--- config.mk ---
export PLATFORM = sky130hd
export DESIGN_NAME = hazard_controller
export DESIGN_NICKNAME = d
export VERILOG_FILES = /design/src/rtl/rv32i_pkg.sv /design/src/rtl/opcode_class_decoder.sv /design/src/rtl/hazard_controller.sv
export SDC_FILE = /design/constraint.sdc
export NUM_CORES = 1
export LEC_CHECK = 0
export CAP_MARGIN = 5
export CORE_MARGIN = 3
export CORE_UTILIZATION = 44
export DETAILED_ROUTE_END_ITERATION = 8
export HOLD_SLACK_MARGIN = 0.12
export PLACE_DENSITY = 0.76
export SYNTH_ARGS = -nofsm -noshare
export SYNTH_HDL_FRONTEND = slang
export SYNTH_HIERARCHICAL = 1
export SYNTH_SLANG_ARGS = --single-unit
--- constraint.sdc ---
create_clock -name clk -period 2.4 [get_ports clk]
set_input_delay 0.6 -clock clk [delete_from_list [all_inputs] [get_ports clk]]
set_output_delay 0.6 -clock clk [all_outputs]
set_load 0.01 [all_outputs]
--- src/rtl/rv32i_pkg.sv ---
// Shared RV32I definitions: opcode constants, forward-select encodings and the
// hazard scoreboard entry types used by hazard_controller.
package rv32i_pkg;

  localparam logic [6:0] OPC_LUI    = 7'b0110111;
  localparam logic [6:0] OPC_AUIPC  = 7'b0010111;
  localparam logic [6:0] OPC_OP_IMM = 7'b0010011;
  localparam logic [6:0] OPC_OP     = 7'b0110011;
  localparam logic [6:0] OPC_LOAD   = 7'b0000011;
  localparam logic [6:0] OPC_STORE  = 7'b0100011;
  localparam logic [6:0] OPC_BRANCH = 7'b1100011;
  localparam logic [6:0] OPC_JAL    = 7'b1101111;
  localparam logic [6:0] OPC_JALR   = 7'b1100111;

  typedef enum logic [1:0] {
    FWD_RF  = 2'b00,
    FWD_MEM = 2'b01,
    FWD_WB  = 2'b10
  } fwd_sel_e;

  typedef struct packed {
    logic       v;
    logic [4:0] rd;
    logic       is_load;
  } ex_entry_t;

  typedef struct packed {
    logic       v;
    logic [4:0] rd;
  } mem_entry_t;

  // A source depends on a producer only if it is actually read and is not x0.
  function automatic logic src_hit(input logic used, input logic [4:0] idx,
                                   input logic v, input logic [4:0] rd);
    return used && (idx != 5'd0) && v && (idx == rd);
  endfunction

  // The EX entry is the younger producer, so it takes precedence over MEM.
  function automatic fwd_sel_e fwd_for(input logic ex_hit, input logic mem_hit);
    if (ex_hit)
      return FWD_MEM;
    else if (mem_hit)
      return FWD_WB;
    else
      return FWD_RF;
  endfunction

endpackage

--- src/rtl/opcode_class_decoder.sv ---
// Combinational opcode classifier: which register fields an RV32I instruction
// reads or writes, and whether it is a load. Unknown opcodes do nothing.
module opcode_class_decoder
  import rv32i_pkg::*;
(
  input  logic [6:0] opcode,
  output logic       writes_rd,
  output logic       uses_rs1,
  output logic       uses_rs2,
  output logic       is_load
);

  always_comb begin
    writes_rd = 1'b0;
    uses_rs1  = 1'b0;
    uses_rs2  = 1'b0;
    is_load   = 1'b0;
    case (opcode)
      OPC_LUI, OPC_AUIPC, OPC_JAL: begin
        writes_rd = 1'b1;
      end
      OPC_OP_IMM, OPC_JALR: begin
        writes_rd = 1'b1;
        uses_rs1  = 1'b1;
      end
      OPC_OP: begin
        writes_rd = 1'b1;
        uses_rs1  = 1'b1;
        uses_rs2  = 1'b1;
      end
      OPC_LOAD: begin
        writes_rd = 1'b1;
        uses_rs1  = 1'b1;
        is_load   = 1'b1;
      end
      OPC_STORE, OPC_BRANCH: begin
        uses_rs1  = 1'b1;
        uses_rs2  = 1'b1;
      end
      default: begin
        writes_rd = 1'b0;
      end
    endcase
  end

endmodule

--- src/rtl/hazard_controller.sv ---
// Hazard controller for the 5-stage RV32I pipeline: EX/MEM destination
// scoreboard, ID stall, EX bubble insertion and registered forward selects.
// Define HAZARD_FORWARD_EN to enable forwarding; otherwise any RAW hazard stalls.
module hazard_controller
  import rv32i_pkg::*;
#(
  parameter int CNT_W = 32
) (
  input  logic             clk,
  input  logic             rst,
  input  logic             id_valid,
  input  logic [6:0]       id_opcode,
  input  logic [4:0]       id_rs1,
  input  logic [4:0]       id_rs2,
  input  logic [4:0]       id_rd,
  input  logic             flush,
  output logic             id_stall,
  output logic             ex_issue_valid,
  output logic [1:0]       fwd_sel_rs1,
  output logic [1:0]       fwd_sel_rs2,
  output logic [CNT_W-1:0] stall_cycles
);

  localparam logic [CNT_W-1:0] CNT_ONE = {{(CNT_W-1){1'b0}}, 1'b1};

  logic       id_writes_rd;
  logic       id_uses_rs1;
  logic       id_uses_rs2;
  logic       id_is_load;

  ex_entry_t  ex_q;
  mem_entry_t mem_q;

  logic       rs1_ex_hit;
  logic       rs1_mem_hit;
  logic       rs2_ex_hit;
  logic       rs2_mem_hit;
  logic       hazard;
  logic       issue;

  opcode_class_decoder u_decoder (
    .opcode    (id_opcode),
    .writes_rd (id_writes_rd),
    .uses_rs1  (id_uses_rs1),
    .uses_rs2  (id_uses_rs2),
    .is_load   (id_is_load)
  );

  always_comb begin
    rs1_ex_hit  = src_hit(id_uses_rs1, id_rs1, ex_q.v,  ex_q.rd);
    rs1_mem_hit = src_hit(id_uses_rs1, id_rs1, mem_q.v, mem_q.rd);
    rs2_ex_hit  = src_hit(id_uses_rs2, id_rs2, ex_q.v,  ex_q.rd);
    rs2_mem_hit = src_hit(id_uses_rs2, id_rs2, mem_q.v, mem_q.rd);
  end

`ifdef HAZARD_FORWARD_EN
  // Only a load in EX cannot be forwarded in time; everything else is bypassed.
  always_comb begin
    hazard = ex_q.is_load && (rs1_ex_hit || rs2_ex_hit);
  end
`else
  always_comb begin
    hazard = rs1_ex_hit || rs1_mem_hit || rs2_ex_hit || rs2_mem_hit;
  end
`endif

  // Reset and flush both override a stall, so the killed slot never counts.
  always_comb begin
    id_stall = id_valid && hazard && !flush && !rst;
    issue    = id_valid && !id_stall && !flush;
  end

  always_ff @(posedge clk) begin
    if (rst) begin
      ex_q           <= '0;
      mem_q          <= '0;
      ex_issue_valid <= 1'b0;
    end else begin
      ex_q.v         <= issue && id_writes_rd && (id_rd != 5'd0);
      ex_q.rd        <= id_rd;
      ex_q.is_load   <= issue && id_is_load;
      mem_q.v        <= ex_q.v;
      mem_q.rd       <= ex_q.rd;
      ex_issue_valid <= issue;
    end
  end

`ifdef HAZARD_FORWARD_EN
  fwd_sel_e fwd_rs1_q;
  fwd_sel_e fwd_rs2_q;

  always_ff @(posedge clk) begin
    if (rst) begin
      fwd_rs1_q <= FWD_RF;
      fwd_rs2_q <= FWD_RF;
    end else if (issue) begin
      fwd_rs1_q <= fwd_for(rs1_ex_hit, rs1_mem_hit);
      fwd_rs2_q <= fwd_for(rs2_ex_hit, rs2_mem_hit);
    end else begin
      fwd_rs1_q <= FWD_RF;
      fwd_rs2_q <= FWD_RF;
    end
  end

  assign fwd_sel_rs1 = fwd_rs1_q;
  assign fwd_sel_rs2 = fwd_rs2_q;
`else
  assign fwd_sel_rs1 = FWD_RF;
  assign fwd_sel_rs2 = FWD_RF;
`endif

  always_ff @(posedge clk) begin
    if (rst)
      stall_cycles <= '0;
    else if (id_stall && (stall_cycles != '1))
      stall_cycles <= stall_cycles + CNT_ONE;
  end

endmodule

==> impl_table.tex, run 1 <==
\begin{tabular}{lr}
\hline
Metric & Value \\
\hline
\multicolumn{2}{l}{\textbf{Setup path}} \\
\quad Crit Reg-Reg Startpoint & mem\_q[2]\$\_SDFF\_PP0\_ \\
\quad Crit. End Element & primary output \\
\quad Flop2flop setup slack & 0.06 ns \\
\quad Slowest cell on the critical path & sky130\_fd\_sc\_hd\_\_a2111oi\_4 \\
\quad Cells traversed along the worst timing path & clkbuf\_2, nand3b\_4, a2111oi\_4, o21ai\_4, o21bai\_4, a21oi\_2, buf\_2 \\
\quad Crit Path Category & primary input to primary output \\
\quad CP Launch Type & primary input \\
\quad Reg-to-reg critical path endpoint & stall\_cycles[8]\$\_SDFFE\_PP0P\_ \\
\quad Required time reported for the critical path endpoint & 1.80 ns \\
\quad Critical Path Sink & id\_stall \\
\quad Register-to-Register Path Depth & 9 \\
\quad Data arrival time of the critical path & 1.85 ns \\
\quad Beginning of the critical path & id\_opcode[3] \\
\quad Peak fanout along the critical path & 2 \\
\quad Worst stage delay on the critical path & 0.38 ns \\
\multicolumn{2}{l}{\textbf{Power}} \\
\quad Cell internal power dissipation & 1028 uW \\
\quad Clock network fraction of total power & 33.1\% \\
\quad Maximum VDD drop & 0.0003351 V \\
\quad Net switching power & 316.6 uW \\
\quad Leakage power & 0.001252 uW \\
\quad Switch share & 23.54\% \\
\quad Combinational group share of total power & 10.2\% \\
\quad Relative contribution of sequential cells to total power & 56.7\% \\
\quad Overall power consumption & 1345 uW \\
\quad Total power per unit cell area & 377.2 nW/um\^{}2 \\
\multicolumn{2}{l}{\textbf{Clock tree}} \\
\quad TritonCTS Sinks & 45 \\
\quad H-tree lvl count & 2 \\
\quad Clock tree from TritonCTS & built \\
\quad CTS clk-pin slew, worst paths & 0.09 ns \\
\quad Max clock buf depth & 2 \\
\quad Total CTS buffers & 5 \\
\quad Buffer cell driving the clock tree root & sky130\_fd\_sc\_hd\_\_clkbuf\_8 \\
\quad Clock network latency to the later pin of the worst-skew pair & 0.30 ns \\
\quad Number of buffers inserted for hold repair after clock tree synthesis & 0 \\
\multicolumn{2}{l}{\textbf{Worst hold path}} \\
\quad Critical hold path startpoint & ex\_q[6]\$\_SDFF\_PP0\_ \\
\quad Hold Crit Class & flip-flop to flip-flop \\
\multicolumn{2}{l}{\textbf{Synth}} \\
\quad Syn. warnings & 6 \\
\quad Area of the mapped netlist & 2487 sq um \\
\quad Mapped Avg Cell Area & 8.697 sq um \\
\quad Cell count after synthesis & 286 \\
\multicolumn{2}{l}{\textbf{Place}} \\
\quad DP Area & 3333 sq um \\
\quad HPWL after detailed placement & 4.770 mm \\
\quad Final weighted congestion in routability-driven placement & 0.8630 \\
\quad Pre-CTS WS & -0.8679 ns \\
\quad Count of buffers from port buffering & 59 \\
\multicolumn{2}{l}{\textbf{STA}} \\
\quad Clock period minus final worst setup slack & 2.446 ns \\
\quad Final critical-path setup slack & -0.04607 ns \\
\quad Max transition margin & 65.75\% \\
\quad Setup repair after global routing missed its margin & yes \\
\quad Number of hold violations in the final report & 0 \\
\quad Highest achievable clock rate & 0.4088 GHz \\
\quad Final worst-path cycle share & 101.9\% \\
\quad Setup TNS & -0.06493 ns \\
\quad Final Max Slew Viols & 0 \\
\quad Worst Clk Skew & 0.008856 ns \\
\quad Setup violators final & 3 \\
\quad Slew at the pin closest to its max-slew limit & 0.5138 ns \\
\multicolumn{2}{l}{\textbf{Outcome}} \\
\quad Violated checks & setup timing \\
\quad Status & finished with violations \\
\multicolumn{2}{l}{\textbf{Global routing}} \\
\quad Wire length of the first global-routing pass & 10.81 mm \\
\quad Global-route total usage across every layer & 20.91\% \\
\quad Leftover overflow at the end of global routing & 0 \\
\quad Antenna violations before repair & 0 \\
\quad Largest net degree at the start of global routing & 45 \\
\quad Vias in the first global route & 2,387 \\
\multicolumn{2}{l}{\textbf{Die}} \\
\quad \# IOs & 64 \\
\quad Number of rows in the core area & 26 \\
\quad Effective utilization at floorplan & 47.20\% \\
\quad Area of the die & 6591 sq um \\
\quad Height of the die & 81.19 um \\
\quad Area of the core & 5270 sq um \\
\quad Horiz. Die Dim & 81.19 um \\
\multicolumn{2}{l}{\textbf{Drt}} \\
\quad Routed WL & 6.764 mm \\
\quad Number of vias per cell & 5.550 \\
\quad Total DRC errors in the routed layout & 0 \\
\quad Number of design-rule violations left by the first detailed-router iteration & 138 \\
\quad Number of iterations in the first detailed-routing pass & 4 \\
\quad Total via count in the routed design & 2,481 \\
\quad Routed length per placed instance & 15.13 um \\
\quad Remaining antenna violation count after routing & 0 \\
\multicolumn{2}{l}{\textbf{Flow run}} \\
\quad Max capacitance violation total & 0 \\
\multicolumn{2}{l}{\textbf{Finish}} \\
\quad Antenna diodes & 0 \\
\quad Final net count & 403 \\
\quad Filler cell count in the final layout & 430 \\
\quad Area growth, synth to finish & 43.36\% \\
\quad Share of post-route cells with drive strength above 1 & 25.99\% \\
\quad Final design instance area without fill & 3566 sq um \\
\hline
\end{tabular}
==> placed cells by master, fill, tap and decap left out, types with 8 or more instances in the layout <==
master                             n
sky130_fd_sc_hd__a211oi_1          8
sky130_fd_sc_hd__a21oi_1          13
sky130_fd_sc_hd__a21oi_2           9
sky130_fd_sc_hd__buf_4            35
sky130_fd_sc_hd__clkdlybuf4s50_1  40
sky130_fd_sc_hd__dfxtp_1          45
sky130_fd_sc_hd__nand2_1          14
sky130_fd_sc_hd__nand3_1          11
sky130_fd_sc_hd__nand4_1          10
sky130_fd_sc_hd__nor2_1           20
sky130_fd_sc_hd__nor2b_1          12
sky130_fd_sc_hd__o21ai_1          12
sky130_fd_sc_hd__or3_1            16
sky130_fd_sc_hd__xnor2_1          15
sky130_fd_sc_hd__xor2_1           16
==> per-layer routing <==
metal  GRT usage, %  up-vias  wire (um)
met1          27.06     1178       3101
met5              0        -          0
met2          34.07       75       3116
met4          8.953        0        187
li1               -     1210          -
met3          3.769       18        359
==> stage by stage <==
step / utilization, % / std cells / hold slack (ns)
floorplan: - / 289 / 0.4438
global placement: 63.25 / 433 / 0.4818
global route: 67.66 / 447 / 0.5105
CTS: 66.29 / 443 / 0.4951
finish: 67.66 / 447 / 0.4992
detailed placement: 63.25 / 433 / 0.4886
==> sequential cells by signal, summed over array words and instances (netlist names) <==
signal          cells
mem_q               6
ex_issue_valid      1
stall_cycles       32
ex_q                6
==> how the worst min path moves through the flow <==
| stage | end | cells after the start |
|---|---|---|
| 2_1_floorplan | mem_q[5]$_SDFF_PP0_ | 1 |
| 3_3_place_gp | mem_q[5]$_SDFF_PP0_ | 1 |
| 3_5_place_dp | mem_q[5]$_SDFF_PP0_ | 1 |
| 4_1_cts | mem_q[5]$_SDFF_PP0_ | 1 |
| 5_1_grt | mem_q[5]$_SDFF_PP0_ | 1 |
| 6_report | mem_q[5]$_SDFF_PP0_ | 1 |
==> power by group through the flow <==
| stage | sequential (uW) | clock (uW) | combinational (uW) |
|---|---|---|---|
| 2_1_floorplan | 779 | 0 | 57.0 |
| 3_3_place_gp | 780 | 0 | 125 |
| 3_5_place_dp | 780 | 0 | 128 |
| 4_1_cts | 762 | 456 | 132 |
| 5_1_grt | 764 | 489 | 147 |
| 6_report | 763 | 445 | 137 |
==> critical path, delay by kind of cell <==
family                 cells  cell delay [ns]
and+or+nand+nor            1             0.16
AOI/OAI and AO/OA          4             0.85
buffers and inverters      2             0.22
==> repair_timing <==
action | in CTS | in global routing
pin swaps | 17 | 11
resized for setup | 84 | 20
setup endpoints to repair | 32 | 22
buffers inserted | 2 | 4
==> layout make-up <==
class                   instances  area, sq um  share of cell area (%)
well taps                      70        87.58                   2.456
flip-flops and latches         45        900.9                   25.26
repair buffers                 97        869.6                   24.39
inverters                       5        18.77                  0.5263
clock buffers                   6        72.57                   2.035
multi-input cells             222         1607                   45.05
clock inverters                 2        10.01                  0.2807
Power figures use the tool's default switching activity.
==> run 2, diff against run 1 <==
Settings changed: SKIP_CTS_REPAIR_TIMING from default to 1.
==> run 2 against run 1 <==
Compared with the run above:
- highest routed layer unchanged
- the flow still finishes with violations (setup timing)
- critical path depth down 1
- wire length increased by 1.3%
- sequential share of layout area up 0.080 points
- power fell by 0.16%
- largest power group unchanged
- non-clock buffer count down 4
- combinational power decreased by 3%
==> impl_table.tex, run 2 (same netlist as run 1, synthesis figures left out) <==
\begin{tabular}{lr}
\hline
Metric & Value \\
\hline
\multicolumn{2}{l}{\textbf{Worst hold path}} \\
\quad Hold Crit Class & flip-flop to flip-flop \\
\multicolumn{2}{l}{\textbf{STA}} \\
\quad Clock period minus final worst setup slack & 2.480 ns \\
\quad Worst Clk Skew & 0.007753 ns \\
\quad Max transition margin & 66.05\% \\
\quad Setup repair after global routing missed its margin & yes \\
\quad Setup violators final & 11 \\
\quad Slew at the pin closest to its max-slew limit & 0.5092 ns \\
\quad Number of hold violations in the final report & 0 \\
\quad Final Max Slew Viols & 0 \\
\quad Final worst-path cycle share & 103.3\% \\
\quad Final critical-path setup slack & -0.07950 ns \\
\quad Setup TNS & -0.2436 ns \\
\quad Highest achievable clock rate & 0.4033 GHz \\
\multicolumn{2}{l}{\textbf{Setup path}} \\
\quad Crit Path Category & primary input to primary output \\
\quad Family with the most delay on the worst path & simple AND/OR/NAND/NOR gates \\
\quad Worst stage delay on the critical path & 0.55 ns \\
\quad Crit Reg-Reg Startpoint & mem\_q[0]\$\_SDFF\_PP0\_ \\
\quad Critical Path Sink & id\_stall \\
\quad Data arrival time of the critical path & 1.88 ns \\
\quad Peak fanout along the critical path & 3 \\
\quad CP Launch Type & primary input \\
\quad Reg-to-reg critical path endpoint & stall\_cycles[2]\$\_SDFFE\_PP0P\_ \\
\quad Flop2flop setup slack & 0.07 ns \\
\quad Slowest cell on the critical path & sky130\_fd\_sc\_hd\_\_or4\_1 \\
\quad Cells traversed along the worst timing path & dlymetal6s2s\_1, or4\_1, o21ai\_2, o21bai\_4, a21oi\_2, buf\_2 \\
\quad Register-to-Register Path Depth & 9 \\
\quad Beginning of the critical path & id\_rs1[1] \\
\quad Critical path buffer and inverter count & 2 \\
\quad Instance count on the critical path & 6 \\
\quad Crit. End Element & primary output \\
\quad Required time reported for the critical path endpoint & 1.80 ns \\
\multicolumn{2}{l}{\textbf{Global routing}} \\
\quad Antenna violations before repair & 0 \\
\quad Vias in the first global route & 2,339 \\
\quad Wire length of the first global-routing pass & 10.45 mm \\
\quad Global-route total usage across every layer & 20.10\% \\
\quad Largest net degree at the start of global routing & 45 \\
\quad Leftover overflow at the end of global routing & 0 \\
\multicolumn{2}{l}{\textbf{Die}} \\
\quad Height of the die & 81.19 um \\
\quad Number of rows in the core area & 26 \\
\quad \# IOs & 64 \\
\quad Horiz. Die Dim & 81.19 um \\
\quad Area of the die & 6591 sq um \\
\quad Effective utilization at floorplan & 47.20\% \\
\quad Area of the core & 5270 sq um \\
\multicolumn{2}{l}{\textbf{Power}} \\
\quad Overall power consumption & 1343 uW \\
\quad Leakage power & 0.001315 uW \\
\quad Maximum VDD drop & 0.0003285 V \\
\quad Total power per unit cell area & 377.8 nW/um\^{}2 \\
\multicolumn{2}{l}{\textbf{Place}} \\
\quad DP Area & 3333 sq um \\
\quad Count of buffers from port buffering & 59 \\
\quad HPWL after detailed placement & 4.770 mm \\
\quad Pre-CTS WS & -0.8679 ns \\
\quad Final weighted congestion in routability-driven placement & 0.8630 \\
\multicolumn{2}{l}{\textbf{Drt}} \\
\quad Total DRC errors in the routed layout & 0 \\
\quad Remaining antenna violation count after routing & 0 \\
\quad Number of design-rule violations left by the first detailed-router iteration & 123 \\
\quad Number of vias per cell & 5.639 \\
\quad Total via count in the routed design & 2,498 \\
\quad Routed WL & 6.855 mm \\
\quad Number of iterations in the first detailed-routing pass & 4 \\
\quad Routed length per placed instance & 15.47 um \\
\multicolumn{2}{l}{\textbf{Finish}} \\
\quad Largest registers & stall\_cycles x32, ex\_q x6, mem\_q x6 \\
\quad Final net count & 399 \\
\quad Final design instance area without fill & 3555 sq um \\
\quad Filler cell count in the final layout & 440 \\
\quad Reg with most FFs & stall\_cycles \\
\quad Most common library cell in the layout ignoring fill and taps & sky130\_fd\_sc\_hd\_\_dfxtp\_1 \\
\quad Most frequent cells in the layout & sky130\_fd\_sc\_hd\_\_dfxtp\_1, sky130\_fd\_sc\_hd\_\_clkdlybuf4s50\_1, sky130\_fd\_sc\_hd\_\_buf\_4, sky130\_fd\_sc\_hd\_\_nor2\_1, sky130\_fd\_sc\_hd\_\_xor2\_1 \\
\quad Flip-flop count of the largest register, all copies and words added & 32 \\
\quad Antenna diodes & 0 \\
\quad Area growth, synth to finish & 42.91\% \\
\quad Share of post-route cells with drive strength above 1 & 23.06\% \\
\multicolumn{2}{l}{\textbf{Clock tree}} \\
\quad Clock tree from TritonCTS & built \\
\quad CTS clk-pin slew, worst paths & 0.08 ns \\
\quad Total CTS buffers & 5 \\
\quad Clock network latency to the later pin of the worst-skew pair & 0.29 ns \\
\quad TritonCTS Sinks & 45 \\
\quad Buffer cell driving the clock tree root & sky130\_fd\_sc\_hd\_\_clkbuf\_8 \\
\quad H-tree lvl count & 2 \\
\quad Max clock buf depth & 2 \\
\multicolumn{2}{l}{\textbf{Outcome}} \\
\quad Violated checks & setup timing \\
\quad Status & finished with violations \\
\multicolumn{2}{l}{\textbf{Flow run}} \\
\quad Max capacitance violation total & 0 \\
\hline
\end{tabular}
run 2: cell types whose count changed in the layout (fill, tap and decap cells not counted), moves of 2 or more:
cell / previous run / this run
sky130_fd_sc_hd__clkdlybuf4s15_2: 4 / 0
sky130_fd_sc_hd__or3_4: 0 / 2
sky130_fd_sc_hd__buf_6: 7 / 3
sky130_fd_sc_hd__buf_2: 5 / 1
sky130_fd_sc_hd__buf_4: 35 / 31
sky130_fd_sc_hd__dlymetal6s2s_1: 1 / 11
sky130_fd_sc_hd__or3_1: 16 / 14
sky130_fd_sc_hd__clkbuf_2: 3 / 6
run 2: cell type report:
type | instances | area (sq um) | area share (%)
Clock inverter | 2 | 10.01 | 0.2816
Timing Repair Buffer | 93 | 859.6 | 24.18
Sequential cell | 45 | 900.9 | 25.34
Inverter | 5 | 18.77 | 0.5280
Clock buffer | 6 | 72.57 | 2.042
Tap cell | 70 | 87.58 | 2.464
Multi-Input combinational cell | 222 | 1605 | 45.16
run 2: worst min path at each step:
stage | depth (start not counted) | end | slack (ns) | from
finish | 1 | mem_q[5]$_SDFF_PP0_ | 0.50 | ex_q[6]$_SDFF_PP0_
global route | 1 | mem_q[5]$_SDFF_PP0_ | 0.51 | ex_q[6]$_SDFF_PP0_
CTS | 1 | mem_q[5]$_SDFF_PP0_ | 0.49 | ex_q[6]$_SDFF_PP0_
detailed placement | 1 | mem_q[5]$_SDFF_PP0_ | 0.49 | ex_q[6]$_SDFF_PP0_
global placement | 1 | mem_q[5]$_SDFF_PP0_ | 0.48 | ex_q[6]$_SDFF_PP0_
floorplan | 1 | mem_q[5]$_SDFF_PP0_ | 0.44 | ex_q[6]$_SDFF_PP0_
run 2: report_power, final:
part,switching (uW),leakage [uW],internal [uW]
sequential,8.45,0.000365,755
combinational,64.0,0.000905,68.9
clock,245,0.0000450,202
total,317,0.00131,1030
run 2: stage by stage:
stage	utilization (%)	hold WS, ns	cells
after floorplan	-	0.4438	289
after detailed placement	63.25	0.4886	433
after CTS	64.81	0.4933	441
final	67.45	0.4986	443
after global placement	63.25	0.4818	433
after global routing	67.45	0.5081	443
run 2: metal layers:
metal  global-route usage [%]  vias to the layer above  routed length [um]
met5                        0                        -                   0
met4                    8.108                        0                 106
met3                    3.880                       11                 335
met2                    31.94                       81                3251
met1                    26.72                     1202                3161
li1                         -                     1204                   -
==> run 3, diff against run 2 <==
Settings changed: ABC_AREA from default to 1, CORE_UTILIZATION 44 to 48, CTS_BUF_LIST from default to sky130_fd_sc_hd__clkbuf_8, PLACE_DENSITY 0.76 to 0.79.
==> run 3 against run 2 <==
Compared with the run above:
- the run now ends clean
- via count increased by 27%
- flip-flop and latch count unchanged
- fmax increased by 9.3%
- worst setup slack improved by 0.21 ns
- design area increased by 4.8%
- clock skew increased by 0.00072 ns
- critical path type unchanged
- critical endpoint unchanged
- largest power group unchanged
==> impl_table.tex, run 3 <==
\begin{tabular}{lr}
\hline
Metric & Value \\
\hline
\multicolumn{2}{l}{\textbf{Synth}} \\
\quad Cell count after synthesis & 500 \\
\quad Syn. warnings & 6 \\
\quad Area of the mapped netlist & 2949 sq um \\
\quad Mapped Avg Cell Area & 5.898 sq um \\
\multicolumn{2}{l}{\textbf{Clock tree}} \\
\quad CTS clk-pin slew, worst paths & 0.09 ns \\
\quad Clock tree from TritonCTS & built \\
\quad Clock network latency to the later pin of the worst-skew pair & 0.30 ns \\
\quad TritonCTS Sinks & 45 \\
\quad Total CTS buffers & 5 \\
\quad Max clock buf depth & 2 \\
\quad Buffer cell driving the clock tree root & sky130\_fd\_sc\_hd\_\_clkbuf\_8 \\
\quad H-tree lvl count & 2 \\
\multicolumn{2}{l}{\textbf{Place}} \\
\quad HPWL after detailed placement & 5.744 mm \\
\quad DP Area & 3623 sq um \\
\quad Final weighted congestion in routability-driven placement & 0.8916 \\
\quad Count of buffers from port buffering & 59 \\
\multicolumn{2}{l}{\textbf{Die}} \\
\quad Number of rows in the core area & 27 \\
\quad Horiz. Die Dim & 84.39 um \\
\quad Height of the die & 84.39 um \\
\quad \# IOs & 64 \\
\quad Area of the core & 5709 sq um \\
\quad Area of the die & 7121 sq um \\
\quad Effective utilization at floorplan & 51.65\% \\
\multicolumn{2}{l}{\textbf{Drt}} \\
\quad Total via count in the routed design & 3,181 \\
\quad Number of design-rule violations left by the first detailed-router iteration & 171 \\
\quad Total DRC errors in the routed layout & 0 \\
\quad Routed WL & 7.605 mm \\
\quad Remaining antenna violation count after routing & 0 \\
\quad Number of vias per cell & 4.986 \\
\quad Number of iterations in the first detailed-routing pass & 5 \\
\quad Routed length per placed instance & 11.92 um \\
\multicolumn{2}{l}{\textbf{Finish}} \\
\quad Share of post-route cells with drive strength above 1 & 11.31\% \\
\quad Final net count & 592 \\
\quad Most frequent cells in the layout & sky130\_fd\_sc\_hd\_\_nand2\_1, sky130\_fd\_sc\_hd\_\_inv\_1, sky130\_fd\_sc\_hd\_\_nor2\_1, sky130\_fd\_sc\_hd\_\_dfxtp\_1, sky130\_fd\_sc\_hd\_\_clkdlybuf4s50\_1 \\
\quad Area growth, synth to finish & 26.30\% \\
\quad Flip-flop count of the largest register, all copies and words added & 32 \\
\quad Reg with most FFs & stall\_cycles \\
\quad Largest registers & stall\_cycles x32, ex\_q x6, mem\_q x6 \\
\quad Most common library cell in the layout ignoring fill and taps & sky130\_fd\_sc\_hd\_\_nand2\_1 \\
\quad Final design instance area without fill & 3725 sq um \\
\quad Antenna diodes & 0 \\
\multicolumn{2}{l}{\textbf{Setup path}} \\
\quad Beginning of the critical path & id\_opcode[0] \\
\quad Crit. End Element & primary output \\
\quad Data arrival time of the critical path & 1.67 ns \\
\quad Crit Reg-Reg Startpoint & stall\_cycles[1]\$\_SDFFE\_PP0P\_ \\
\quad Peak fanout along the critical path & 3 \\
\quad Required time reported for the critical path endpoint & 1.80 ns \\
\quad CP Launch Type & primary input \\
\quad Crit Path Category & primary input to primary output \\
\multicolumn{2}{l}{\textbf{STA}} \\
\quad Clock period minus final worst setup slack & 2.268 ns \\
\quad Highest achievable clock rate & 0.4409 GHz \\
\quad Number of hold violations in the final report & 0 \\
\quad Setup violators final & 0 \\
\quad Worst hold slack after final layout & 0.4556 ns \\
\quad Setup TNS & 0 ns \\
\quad Final worst-path cycle share & 94.50\% \\
\quad Final Max Slew Viols & 0 \\
\quad Worst Clk Skew & 0.008476 ns \\
\multicolumn{2}{l}{\textbf{Worst hold path}} \\
\quad Critical hold path startpoint & ex\_q[6]\$\_SDFF\_PP0\_ \\
\quad Hold Crit Class & flip-flop to flip-flop \\
\multicolumn{2}{l}{\textbf{Flow run}} \\
\quad Max capacitance violation total & 0 \\
\multicolumn{2}{l}{\textbf{Global routing}} \\
\quad Global-route total usage across every layer & 21.50\% \\
\quad Leftover overflow at the end of global routing & 0 \\
\quad Antenna violations before repair & 0 \\
\quad Vias in the first global route & 2,931 \\
\quad Wire length of the first global-routing pass & 13.01 mm \\
\quad Largest net degree at the start of global routing & 32 \\
\multicolumn{2}{l}{\textbf{Power}} \\
\quad Maximum VDD drop & 0.0001858 V \\
\quad Total power per unit cell area & 372.2 nW/um\^{}2 \\
\quad Leakage power & 0.001759 uW \\
\multicolumn{2}{l}{\textbf{Outcome}} \\
\quad Status & completed \\
\hline
\end{tabular}
## run 3: stage by stage
stage	utilization, %	setup slack, ns	instances	power (uW)
finish	65.24	0.1321	638	1386
global placement	63.47	-0.6602	630	926.6
detailed placement	63.47	-0.7099	630	930.7
CTS	64.91	-0.7284	638	1388
floorplan	-	0.3157	503	859.9
global route	65.24	-0.03674	638	1440
## run 3: final timing paths
path	to	cells after the start	slack (ns)
worst max-delay path	id_stall	14	0.13
worst min register to register	mem_q[5]$_SDFF_PP0_	2	0.46
worst max register to register	stall_cycles[0]$_SDFFE_PP0P_	9	0.35
worst min-delay path	mem_q[5]$_SDFF_PP0_	2	0.46
## run 3: cell type report
cell class	count	area [sq um]
clock buffers	5	68.82
flip-flops and latches	45	900.9
multi-input cells	345	1615
inverters	99	371.6
repair buffers	69	664.4
well taps	72	90.09
fillers	544	1984
clock inverters	3	13.76
## run 3: report_power, final
| part | internal, uW | switching, uW | leakage (uW) | total (uW) |
|---|---|---|---|---|
| combinational | 65.0 | 85.9 | 0.00135 | 151 |
| sequential | 755 | 6.53 | 0.000365 | 761 |
| clock | 199 | 276 | 0.0000491 | 474 |
| total | 1020 | 368 | 0.00176 | 1390 |
## run 3: worst max-delay path, stage by stage
cell	delay (ns)
sky130_fd_sc_hd__dlymetal6s2s_1	0.13
sky130_fd_sc_hd__nand2_2	0.12
sky130_fd_sc_hd__inv_2	0.05
sky130_fd_sc_hd__nand2_1	0.06
sky130_fd_sc_hd__nor2_1	0.05
sky130_fd_sc_hd__nor2_2	0.11
sky130_fd_sc_hd__nand2_1	0.05
sky130_fd_sc_hd__o21ai_1	0.07
sky130_fd_sc_hd__inv_1	0.05
sky130_fd_sc_hd__nand2_1	0.07
sky130_fd_sc_hd__nand2_2	0.07
sky130_fd_sc_hd__nand2_2	0.07
sky130_fd_sc_hd__inv_2	0.05
sky130_fd_sc_hd__buf_6	0.11
## run 3: per-layer routing
layer / routed length, um / GRT usage (%)
met4: 87 / 5.036
met2: 3641 / 37.88
met1: 3427 / 27.52
met3: 448 / 3.435
met5: 0 / 0
